$ cat src/rtl/ps2_pkg.sv
// Shared PS/2 byte codes and the host command sequencer state encoding.
package ps2_pkg;

  localparam logic [7:0] PS2_ACK          = 8'hFA;
  localparam logic [7:0] PS2_RESEND       = 8'hFE;
  localparam logic [7:0] PS2_CMD_SET_LEDS = 8'hED;
  localparam logic [7:0] PS2_CMD_RESET    = 8'hFF;

  typedef enum logic [2:0] {
    IDLE     = 3'd0,
    SEND     = 3'd1,
    WAIT_TX  = 3'd2,
    WAIT_ACK = 3'd3,
    DONE     = 3'd4,
    ERROR    = 3'd5
  } ps2_cmd_state_t;

  // Counter width for values 0..n-1, never narrower than one bit.
  function automatic int clog2_min1(input int n);
    return (n > 1) ? $clog2(n) : 1;
  endfunction

endpackage

$ cat src/rtl/ps2_timeout_timer.sv
// Saturating response timer: cleared on tx completion, counts while enabled,
// flags expiry on the cycle it holds LIMIT-1.
module ps2_timeout_timer #(
  parameter int LIMIT = 2_000_000
) (
  input  logic clk,
  input  logic reset,
  input  logic clear,
  input  logic enable,
  output logic expired
);
  import ps2_pkg::*;

  localparam int             W    = clog2_min1(LIMIT);
  localparam logic [W-1:0]   LAST = W'(LIMIT - 1);

  logic [W-1:0] count;

  always_ff @(posedge clk or posedge reset) begin
    if (reset)                         count <= '0;
    else if (clear)                    count <= '0;
    else if (enable && count != LAST)  count <= count + W'(1);
  end

  assign expired = enable && (count == LAST);

endmodule

$ cat src/rtl/ps2_host_cmd.sv
// Host-to-keyboard command sequencer: sends a 1- or 2-byte command, waits for
// ACK/resend/timeout with bounded retries, and forwards all other bytes as keys.
module ps2_host_cmd #(
  parameter int ACK_TIMEOUT_CYCLES = 2_000_000,
  parameter int MAX_RETRIES        = 3
) (
  input  logic       clk,
  input  logic       reset,
  input  logic       cmd_valid,
  output logic       cmd_ready,
  input  logic [7:0] cmd_byte,
  input  logic       cmd_has_arg,
  input  logic [7:0] cmd_arg,
  output logic [7:0] tx_data,
  output logic       tx_wr,
  input  logic       tx_idle,
  input  logic       tx_finished,
  input  logic [7:0] rx_data,
  input  logic       rx_done,
  output logic [7:0] key_data,
  output logic       key_valid,
  output logic       done_tick,
  output logic       err_tick
);
  import ps2_pkg::*;

  localparam int            RW         = clog2_min1(MAX_RETRIES + 1);
  localparam logic [RW-1:0] RETRY_LAST = RW'(MAX_RETRIES);

  ps2_cmd_state_t state, state_n;
  logic [7:0]     cmd_q, arg_q;
  logic           has_arg_q, byte_sel;
  logic [RW-1:0]  retry;
  logic           accept, advance, retry_inc, tmr_clear, timeout;
  logic           ack_seen, nak_seen, consume;
  logic [7:0]     cur_byte;

  assign ack_seen = rx_done && (rx_data == PS2_ACK);
  assign nak_seen = rx_done && (rx_data == PS2_RESEND);
  // Only a pending response may swallow ACK/RESEND; anywhere else they are keys.
  assign consume  = (state == WAIT_ACK) && (ack_seen || nak_seen);
  assign cur_byte = byte_sel ? arg_q : cmd_q;

  ps2_timeout_timer #(.LIMIT(ACK_TIMEOUT_CYCLES)) u_timer (
    .clk    (clk),
    .reset  (reset),
    .clear  (tmr_clear),
    .enable (state == WAIT_ACK),
    .expired(timeout)
  );

  always_ff @(posedge clk or posedge reset) begin
    if (reset) state <= IDLE;
    else       state <= state_n;
  end

  always_comb begin
    state_n   = state;
    cmd_ready = 1'b0;
    tx_wr     = 1'b0;
    tx_data   = 8'h00;
    done_tick = 1'b0;
    err_tick  = 1'b0;
    accept    = 1'b0;
    advance   = 1'b0;
    retry_inc = 1'b0;
    tmr_clear = 1'b0;
    case (state)
      IDLE: begin
        cmd_ready = 1'b1;
        if (cmd_valid) begin
          accept  = 1'b1;
          state_n = SEND;
        end
      end
      SEND: begin
        tx_data = cur_byte;
        if (tx_idle) begin
          tx_wr   = 1'b1;
          state_n = WAIT_TX;
        end
      end
      WAIT_TX: begin
        tx_data = cur_byte;
        if (tx_finished) begin
          tmr_clear = 1'b1;
          state_n   = WAIT_ACK;
        end
      end
      WAIT_ACK: begin
        // ACK takes priority over a coincident timeout; RESEND plus timeout is one retry.
        if (ack_seen) begin
          if (!byte_sel && has_arg_q) begin
            advance = 1'b1;
            state_n = SEND;
          end else begin
            state_n = DONE;
          end
        end else if (nak_seen || timeout) begin
          if (retry == RETRY_LAST) begin
            state_n = ERROR;
          end else begin
            retry_inc = 1'b1;
            state_n   = SEND;
          end
        end
      end
      DONE: begin
        done_tick = 1'b1;
        state_n   = IDLE;
      end
      ERROR: begin
        err_tick = 1'b1;
        state_n  = IDLE;
      end
      default: state_n = IDLE;
    endcase
  end

  always_ff @(posedge clk or posedge reset) begin
    if (reset) begin
      cmd_q     <= 8'h00;
      arg_q     <= 8'h00;
      has_arg_q <= 1'b0;
      byte_sel  <= 1'b0;
      retry     <= '0;
      key_valid <= 1'b0;
      key_data  <= 8'h00;
    end else begin
      if (accept) begin
        cmd_q     <= cmd_byte;
        arg_q     <= cmd_arg;
        has_arg_q <= cmd_has_arg;
        byte_sel  <= 1'b0;
        retry     <= '0;
      end else if (advance) begin
        byte_sel <= 1'b1;
        retry    <= '0;
      end else if (retry_inc) begin
        retry <= retry + RW'(1);
      end
      key_valid <= rx_done && !consume;
      if (rx_done && !consume) key_data <= rx_data;
    end
  end

endmodule
$ cat config.mk
export PLATFORM = sky130hd
export DESIGN_NAME = ps2_host_cmd
export DESIGN_NICKNAME = d
export VERILOG_FILES = /design/src/rtl/ps2_pkg.sv /design/src/rtl/ps2_timeout_timer.sv /design/src/rtl/ps2_host_cmd.sv
export SDC_FILE = /design/constraint.sdc
export NUM_CORES = 1
export LEC_CHECK = 0
export CORE_ASPECT_RATIO = 0.9
export CORE_UTILIZATION = 49
export CTS_BUF_LIST = sky130_fd_sc_hd__clkbuf_4 sky130_fd_sc_hd__clkbuf_8
export DETAILED_ROUTE_END_ITERATION = 12
export MAX_ROUTING_LAYER = met4
export PLACE_DENSITY = 0.76
export SYNTH_ARGS = -nofsm -noshare
export SYNTH_HDL_FRONTEND = slang
export SYNTH_SLANG_ARGS = --single-unit
$ cat constraint.sdc
create_clock -name clk -period 2 [get_ports clk]
set_input_delay 0.6 -clock clk [delete_from_list [all_inputs] [get_ports clk]]
set_output_delay 0.6 -clock clk [all_outputs]
set_load 0.1 [all_outputs]
# Yosys cells after proc, flatten, opt, wreduce, memory -nomap -nowiden
# Cells that the tools add are included.
# Widths: inputs -> output; s select.
# word_totals
elab_cells	75
regBits	53
# classes
add_sub_neg	2
muxes	33
reduce_logical	17
n_eq_ne	14
# ops
op	n
$mux 21	2
$add 21x1->21 const B	1
$eq 21x21->1 const B	1
$mux 3	7
$ne 21x21->1 const B	1
$mux 1	18
$eq 8x8->1 const B	2
$mux 8	2
$pmux 3 s4	1
$logic_and 1x1->1	7
$eq 3x2->1 const B	2
$eq 3x3->1 const B	2
$mux 2	3
$ne 2x2->1 const B	3
$reduce_and 4->1	1
$reduce_bool 2->1	2
$eq 3x1->1 const B	1
$logic_not 3->1	1
$ne 3x3->1 const B	1
$reduce_bool 3->1	1
$add 2x1->2 const B	1
$eq 2x2->1 const B	1
$logic_not 1->1	2
$logic_or 1x1->1	2
$reduce_or 2->1	1

# Longest topological paths before layout
# Gate-level depths: netlist of run 1.
# logic_depth
depth_word	9
ltp_mapped	8
mapped_depth_nobuf	6

# By module
# From an unflattened synthesis of run 1, not the netlist that was laid out.
# unflattened
cells_unflattened	280
area_unflattened_um2	2700.1
# modules_own_cells
mod	cells_per_inst	area_each_um2	instances
ps2_host_cmd	158	1555.2	1
ps2_timeout_timer	122	1144.8	1

# Least setup slack after synthesis of run 1
# Ideal clock, no wire load.
# synth_path
path_type	register -> register
start	register state[0]
end	register arg_q[0]
path_slack_ns	-1.902
required_time_ns	1.875
t_arrival_ns	3.777
path_stages_with_launch	7
setup_time_ns	0.125
path_cell_list	dfrtp_1 > clkbuf_1 > nor3_1 > and2_1 > buf_2 > buf_2 > mux2_2
# synth_between
elab_chain_len	2
# synth_rtl
element	line	text
start, declared	ps2_host_cmd.sv:30	ps2_cmd_state_t state, state_n;
start signal, assigned	ps2_host_cmd.sv:54	else state <= state_n;
$logic_not 3->1	ps2_host_cmd.sv:68	case (state)
$mux 1	ps2_host_cmd.sv:68	
end signal, assigned	ps2_host_cmd.sv:132	arg_q <= cmd_arg;
end, declared	ps2_host_cmd.sv:31	logic [7:0] cmd_q, arg_q;
# No other way between the ends.
# A chain may end at the register's enable or synchronous reset.

# Final worst setup path of run 1
# layout_path
start	register state[1]
end	output port tx_data[2]
# layout_between
elab_chain_len	3
elab_cells_between_ends	4
# layout_rtl
element	line	text
$eq 3x2->1 / $eq 3x1->1 (equally long branches)	ps2_host_cmd.sv:68	
$reduce_or 2->1 (no source line) (*)	-	
$mux 8 (*)	ps2_host_cmd.sv:68	
end, declared	ps2_host_cmd.sv:14	output logic [7:0] tx_data,
# Mark *: on every way between the ends. The rest lies on a longest branch, timed or not.

==> run summary, run 1 <==
Outcome - finished, violations left
Failing checks - negative setup slack
RD Place Congestion - 0.817
Critical Path AT - 1.54 ns
Total track usage - 24.0%
Final wirelength - 6610 µm
Core Box Area - 5350 µm²
I/O Pins - 52
Share of the clock period used by the worst path - 107%
Most frequent cells after synthesis - 53 x dfrtp_1, 26 x nand2_1, 23 x mux2_2, 21 x nor2_1, 18 x mux2i_1
Die Span X - 81.1 µm
Crit path kind - reg -> out
Synth Cell Area - 2760 µm²
Clock-pin slew on the worst setup and hold paths - 0.10 ns
Layout cells sized above 1 - 37.8%
Dominant synthesized flop cell - dfrtp_1
Iter 0 DRT Violations - 136
MaxCap Viol Count - 0
Max transition margin - 77.8%
Die area - 5940 µm²
First-pass GRT wire length - 10500 µm
P_leak - 1.87 nW
Fin. max-slew vios - 0
Diode count - 0
Maximum clock insertion buffer count - 2
Area leader, netlist - dfrtp_1
Post-synth EDFFs - 0
Area Overhead vs Synth - 54.9%
Syn_nets - 293
WL per Instance - 15.8 µm
Synth cell types - 46
Final ANT Viol Nets - 0
Synth area leaders - dfrtp_1 48%, mux2_2 9.4%, mux2i_1 6.5%, nand2_1 3.5%, nor2_1 2.9%
Max Clk Rate - 466 MHz
Rows - 25
Hold/Removal Path Class - reg -> reg
# nets final - 384
Placed Area - 3960 µm²
Initial antenna violation count - 0
CTS tree - done
Largest net degree at the start of global routing - 54
Final hold violations - 0
CTS root buffer - clkbuf_8
Synth async-reset ratio - 100%
PortBufs - 51
Worst Setup End Kind - primary output
Drt pass-1 iters - 4
Place WS - -0.429 ns
Yosys warns - 0
Crit path max fanout - 9
Sink Count - 53
Worst slew pin tran - 0.331 ns
Crit start category - flop
Unrepaired setup endpoints after global routing - true
Final WS setup - -0.145 ns
TritonCTS buffer count - 5
Hold-fix buffers, CTS - 0
Chip height - 73.2 µm
Top-count cell post-synth - dfrtp_1
HPWL after DPL - 4470 µm
Vias in the first global route - 2240
DRC Markers - 0
Tmin final - 2.14 ns
Cells after Synth - 260
Vias per cell - 5.64
Grt total ovfl - 0
PD cells - 1380 nW/µm²
Clock Skew - 0.00817 ns
Clk_lat worst skew - 0.31 ns
Fin area - 4280 µm²
Starting density of the core - 51.6%
Sequential element share of the synthesized area - 48.0%
#FFs+latches synth - 53
Overall power - 0.00589 W
Max rail drop VDD - 1.39 mV
CP Data Required Time - 1.40 ns
Fin Hold WS - 0.519 ns
Synth top area share - 48.0%
Syn Area/Cell - 10.6 µm²
H-tree depth - 2
Via count - 2363
Final Setup Violations - 8
[per-layer routing]
layer	wire, µm	global-route usage [%]	up-vias
met5	0	-	-
met4	87	6.75	0
met3	378	4.75	7
met2	3180	36.6	79
met1	2960	32.7	1155
li1	-	-	1122
[metrics by stage]
step	util, %	std cells	setup TNS, ns
6_report	80.0	419	-1.09
5_1_grt	80.0	419	-2.06
4_1_cts	77.2	413	-1.16
3_5_place_dp	74.0	403	-3.75
3_3_place_gp	74.0	403	-3.11
2_1_floorplan	-	260	-6.60
[power by group]
group          total [W]  switching, W  internal (W)
combinational    0.00342       0.00191       0.00151
sequential       0.00160      0.000222       0.00138
clock           0.000873      0.000369      0.000504
total            0.00589       0.00251       0.00339
[worst max-delay path: stages (launching register included)]
cell	delay [ns]
dfrtp_1	0.42
inv_2	0.08
nand2_2	0.07
a21o_1	0.21
buf_12	0.16
nor2_4	0.11
buf_12	0.18
[registers in the layout, indices dropped and copies added, names as in the netlist]
name,cells
byte_sel,1
u_timer.count,21
arg_q,8
cmd_q,8
retry,2
key_data,8
key_valid,1
state,3
has_arg_q,1
[cell type report]
| class | instances | area [µm²] |
|---|---|---|
| multi-input cells | 188 | 1550 |
| flip-flops and latches | 53 | 1330 |
| repair buffers | 95 | 1150 |
| fillers | 300 | 1070 |
| well taps | 67 | 83.8 |
| clock buffers | 5 | 68.8 |
| clock inverters | 3 | 68.8 |
| inverters | 8 | 30.0 |
[worst paths after layout]
check,start,end,slack [ns],cells after the start
max,state[1]$_DFFE_PP0P_,tx_data[2],-0.14,6
min,cmd_q[7]$_DFFE_PP0P_,cmd_q[7]$_DFFE_PP0P_,0.52,1
max reg2reg,u_timer.count[12]$_DFFE_PP0P_,u_timer.count[6]$_DFFE_PP0P_,0.05,6
min reg2reg,cmd_q[7]$_DFFE_PP0P_,cmd_q[7]$_DFFE_PP0P_,0.52,1
max in group asynchronous,reset,byte_sel$_DFFE_PP0P_,1.11,3
min in group asynchronous,reset,key_data[7]$_DFFE_PP0P_,0.63,3
[placed cells by master, fill, tap and decap left out, drive strengths merged, types with 2 or more instances in the layout]
master / n
o31ai: 2
ha: 2
clkbuf: 7
nor3: 5
a21o: 3
a21oi: 13
nor4: 6
xnor2: 2
buf: 63
nand4: 4
clkdlybuf4s50: 29
mux2i: 18
and2: 2
nand2: 26
nor2b: 2
or3: 6
nand2b: 6
nand3: 13
bufinv: 2
nor2: 21
or4: 3
o41ai: 2
xor2: 2
or4b: 2
dfrtp: 53
mux2: 23
and3: 5
o21ai: 7
and4: 2
nor4b: 2
nor3b: 2
inv: 9
[kinds of logic (layout without fill, tap and decap cells)]
group / count (synthesis) / after routing / synth area share, %
xor gates and xnor gates: 4 / 4 / 1.27
DFF: 53 / 53 / 48.0
and+or+nand+nor: 109 / 109 / 22.7
muxes: 41 / 41 / 15.9
AOI/OAI and AO/OA: 32 / 32 / 7.88
adders and majority gates: 2 / 2 / 0.906
buffers and inverters: 19 / 111 / 3.26
[timing repair]
item | CTS | global route
gates cloned | 0 | 2
buffers inserted | 2 | 4
resized for setup | 8 | 14
pin swaps | 4 | 4
endpoints found under the setup margin | 11 | 26
Note: power is estimated with default switching activity, not from simulation.
==> inputs of run 2 (changes only) <==
--- a/config.mk
+++ b/config.mk
@@ -5,12 +5,12 @@
 export SDC_FILE = /design/constraint.sdc
 export NUM_CORES = 1
 export LEC_CHECK = 0
+export ABC_AREA = 1
 export CORE_ASPECT_RATIO = 0.9
 export CORE_UTILIZATION = 49
 export CTS_BUF_LIST = sky130_fd_sc_hd__clkbuf_4 sky130_fd_sc_hd__clkbuf_8
 export DETAILED_ROUTE_END_ITERATION = 12
-export MAX_ROUTING_LAYER = met4
-export PLACE_DENSITY = 0.76
+export PLACE_DENSITY = 0.74
 export SYNTH_ARGS = -nofsm -noshare
 export SYNTH_HDL_FRONTEND = slang
 export SYNTH_SLANG_ARGS = --single-unit
==> run summary, run 2 <==
Overall power - 0.00569 W (-3.5%)
Most common cell after layout, fill and taps aside - nand2_1
Yosys warns - 0 (unchanged)
CTS root buffer - clkbuf_8
#FFs+latches synth - 53 (unchanged)
Final WS setup - -0.0764 ns (+0.0684 ns)
Number of flip-flops in the largest register - 21 (unchanged)
Critical Path AT - 1.48 ns (-0.06 ns)
Crit path max fanout - 5 (-4)
Vias per cell - 4.96 (-12%)
I/O Pins - 52 (unchanged)
Area Overhead vs Synth - 41.4%
Worst slew pin tran - 0.483 ns (+0.153 ns)
Syn Area/Cell - 6.82 µm² (-36%)
Clock-pin slew on the worst setup and hold paths - 0.10 ns (about the same)
Via count - 3086 (+31%)
CTS tree - done
PD cells - 1290 nW/µm² (-6.1%)
Dominant synthesized flop cell - dfrtp_1
Layout cells sized above 1 - 22.1% (-16 points)
Final ANT Viol Nets - 0 (unchanged)
Post-synth EDFFs - 0 (unchanged)
Grt total ovfl - 0 (unchanged)
TritonCTS buffer count - 5 (unchanged)
Max transition margin - 67.7% (-10 points)
Fillers - 473 (+58%)
Hold/Removal Path Class - reg -> reg
Core Box Area - 6110 µm² (+14%)
Final hold violations - 0 (unchanged)
Iter 0 DRT Violations - 227 (+67%)
Tmin final - 2.08 ns (-0.0684 ns)
Commonest cells after routing, fill and taps aside - 184 x nand2_1, 52 x nor2_1, 50 x dfrtp_1
Syn_nets - 489 (+67%)
Reg with most FFs - u_timer.count
Register Area - 1330 µm² (+0.19%)
Rows - 27 (+8.0%)
# nets final - 567 (+48%)
Largest net degree at the start of global routing - 54 (unchanged)
Top-count cell post-synth - nand2_1
Vias in the first global route - 2909 (+30%)
DRC Markers - 0 (unchanged)
Unrepaired setup endpoints after global routing - true
Sequential element share of the synthesized area - 42.7% (-5.4 points)
Synth async-reset ratio - 100% (unchanged)
Crit start category - flop
Fin. max-slew vios - 0 (unchanged)
WL per Instance - 13.0 µm (-18%)
Worst Setup End Kind - primary output
Crit path kind - reg -> out
Clock Skew - 0.00340 ns (-0.00476 ns)
Final Setup Violations - 11 (+3)
PortBufs - 51 (unchanged)
Synth Cell Area - 3110 µm² (+13%)
Die Span X - 86.0 µm (+6.0%)
Initial antenna violation count - 0 (unchanged)
HPWL after DPL - 5430 µm (+21%)
P_leak - 2.16 nW (+15%)
Failing checks - negative setup slack
Max rail drop VDD - 1.27 mV (-8.5%)
Share of the clock period used by the worst path - 104% (-3.4 points)
Total track usage - 25.7% (+1.7 points)
Multi-input gate area - 1670 µm² (+7.5%)
First-pass GRT wire length - 13400 µm (+28%)
Final wirelength - 8080 µm (+22%)
Max Clk Rate - 482 MHz (+3.3%)
RD Place Congestion - 0.957 (+17%)
H-tree depth - 2 (unchanged)
Sink Count - 53 (unchanged)
MaxCap Viol Count - 0 (unchanged)
Outcome - finished, violations left
Area leader, netlist - dfrtp_1
Cells after Synth - 456 (+75%)
Synth cell types - 27 (-41%)
CP Data Required Time - 1.40 ns (about the same)
Place WS - -0.0584 ns (+0.371 ns)
Most frequent cells after synthesis - 198 x nand2_1, 55 x nor2_1, 53 x dfrtp_1, 47 x inv_1, 28 x nand3_1
Chip height - 77.6 µm (+5.9%)
Drt pass-1 iters - 5 (+1)
Maximum clock insertion buffer count - 2 (unchanged)
Diode count - 0 (unchanged)
Clk_lat worst skew - 0.32 ns (about the same)
Starting density of the core - 50.8% (-0.78 points)
Synth top area share - 42.7% (-5.4 points)
Hold-fix buffers, CTS - 0 (unchanged)
Synth area leaders - dfrtp_1 43%, nand2_1 24%, nor2_1 6.6%, inv_1 5.7%, nand3_1 4.5%
Die area - 6670 µm² (+12%)
## run 2: changes by cell type after synthesis, moves of 6 or more
cell	before	now
nand2_1	26	198
xor2_1	2	13
o21ai_0	2	12
inv_1	8	47
or3_1	6	0
nand2b_1	6	0
mux2_2	23	0
a21oi_1	12	3
mux2i_1	18	0
nand3_1	13	28
nor2_1	21	55
## run 2: through the flow
stage / area (µm²) / utilization [%] / instances / TNS [ns] / hold WS (ns)
floorplan: 3170 / - / 456 / -0.110 / 0.449
global placement: 4080 / 66.6 / 601 / -0.0465 / 0.463
detailed placement: 4080 / 66.6 / 601 / -0.311 / 0.465
CTS: 4340 / 70.9 / 620 / -0.326 / 0.493
global route: 4400 / 71.9 / 622 / -1.15 / 0.522
finish: 4400 / 71.9 / 622 / -0.620 / 0.490
## run 2: cells by family after synthesis
family | synth area share, %
buf+inv | 8.65
xor+xnor | 3.66
compound gates | 4.47
fa+ha+maj | 0.805
flops | 42.7
simple gates | 39.8
## run 2: routing by layer
| layer | wire length (µm) | vias up | track usage [%] | part of all wire [%] |
|---|---|---|---|---|
| met5 | 0 | - | 0 | 0 |
| met4 | 102 | 0 | 8.33 | 1.3 |
| met3 | 442 | 10 | 4.57 | 5.5 |
| met2 | 3870 | 96 | 42.5 | 48 |
| met1 | 3660 | 1426 | 34.1 | 45 |
| li1 | - | 1554 | - | - |
## run 2: timing repair
| item | in CTS | in global routing |
|---|---|---|
| pin swaps | 7 | 6 |
| endpoints found under the setup margin | 10 | 12 |
| resized for setup | 29 | 16 |
| gates cloned | 1 | 0 |
| buffers inserted | 10 | 2 |
## run 2: final timing paths
kind | start | end | slack [ns] | cells after the start
worst min-delay path | arg_q[0]$_DFFE_PP0P_ | arg_q[0]$_DFFE_PP0P_ | 0.49 | 2
min in group asynchronous | reset | u_timer.count[13]$_DFFE_PP0P_ | 0.63 | 3
worst min register to register | arg_q[0]$_DFFE_PP0P_ | arg_q[0]$_DFFE_PP0P_ | 0.49 | 2
max in group asynchronous | reset | state[0]$_DFFE_PP0P_ | 1.12 | 3
worst max register to register | u_timer.count[0]$_DFFE_PP0P_ | u_timer.count[15]$_DFFE_PP0P_ | 0.18 | 8
worst max-delay path | state[2]$_DFFE_PP0P_ | tx_data[2] | -0.08 | 6
## run 2: power by group
group | total [W] | internal (W) | switching, W
registers | 0.00156 | 0.00134 | 0.000227
clock network | 0.000643 | 0.000247 | 0.000397
logic | 0.00348 | 0.00124 | 0.00223
## run 2: area by class of cell
| class | count | area share [%] |
|---|---|---|
| Multi-Input combinational cell | 341 | 38.0 |
| Clock buffer | 5 | 1.57 |
| Inverter | 53 | 5.44 |
| Clock inverter | 3 | 0.512 |
| Timing Repair Buffer | 80 | 21.8 |
| Sequential cell | 53 | 30.3 |
| Tap cell | 87 | 2.48 |
## run 2: critical path, stage by stage, from the launching register on
cell and delay, ns:
dfrtp_1 0.44, nor2_4 0.16, nand2_4 0.10, nand2_8 0.13
nand2_2 0.07, clkinvlp_4 0.08, buf_12 0.16
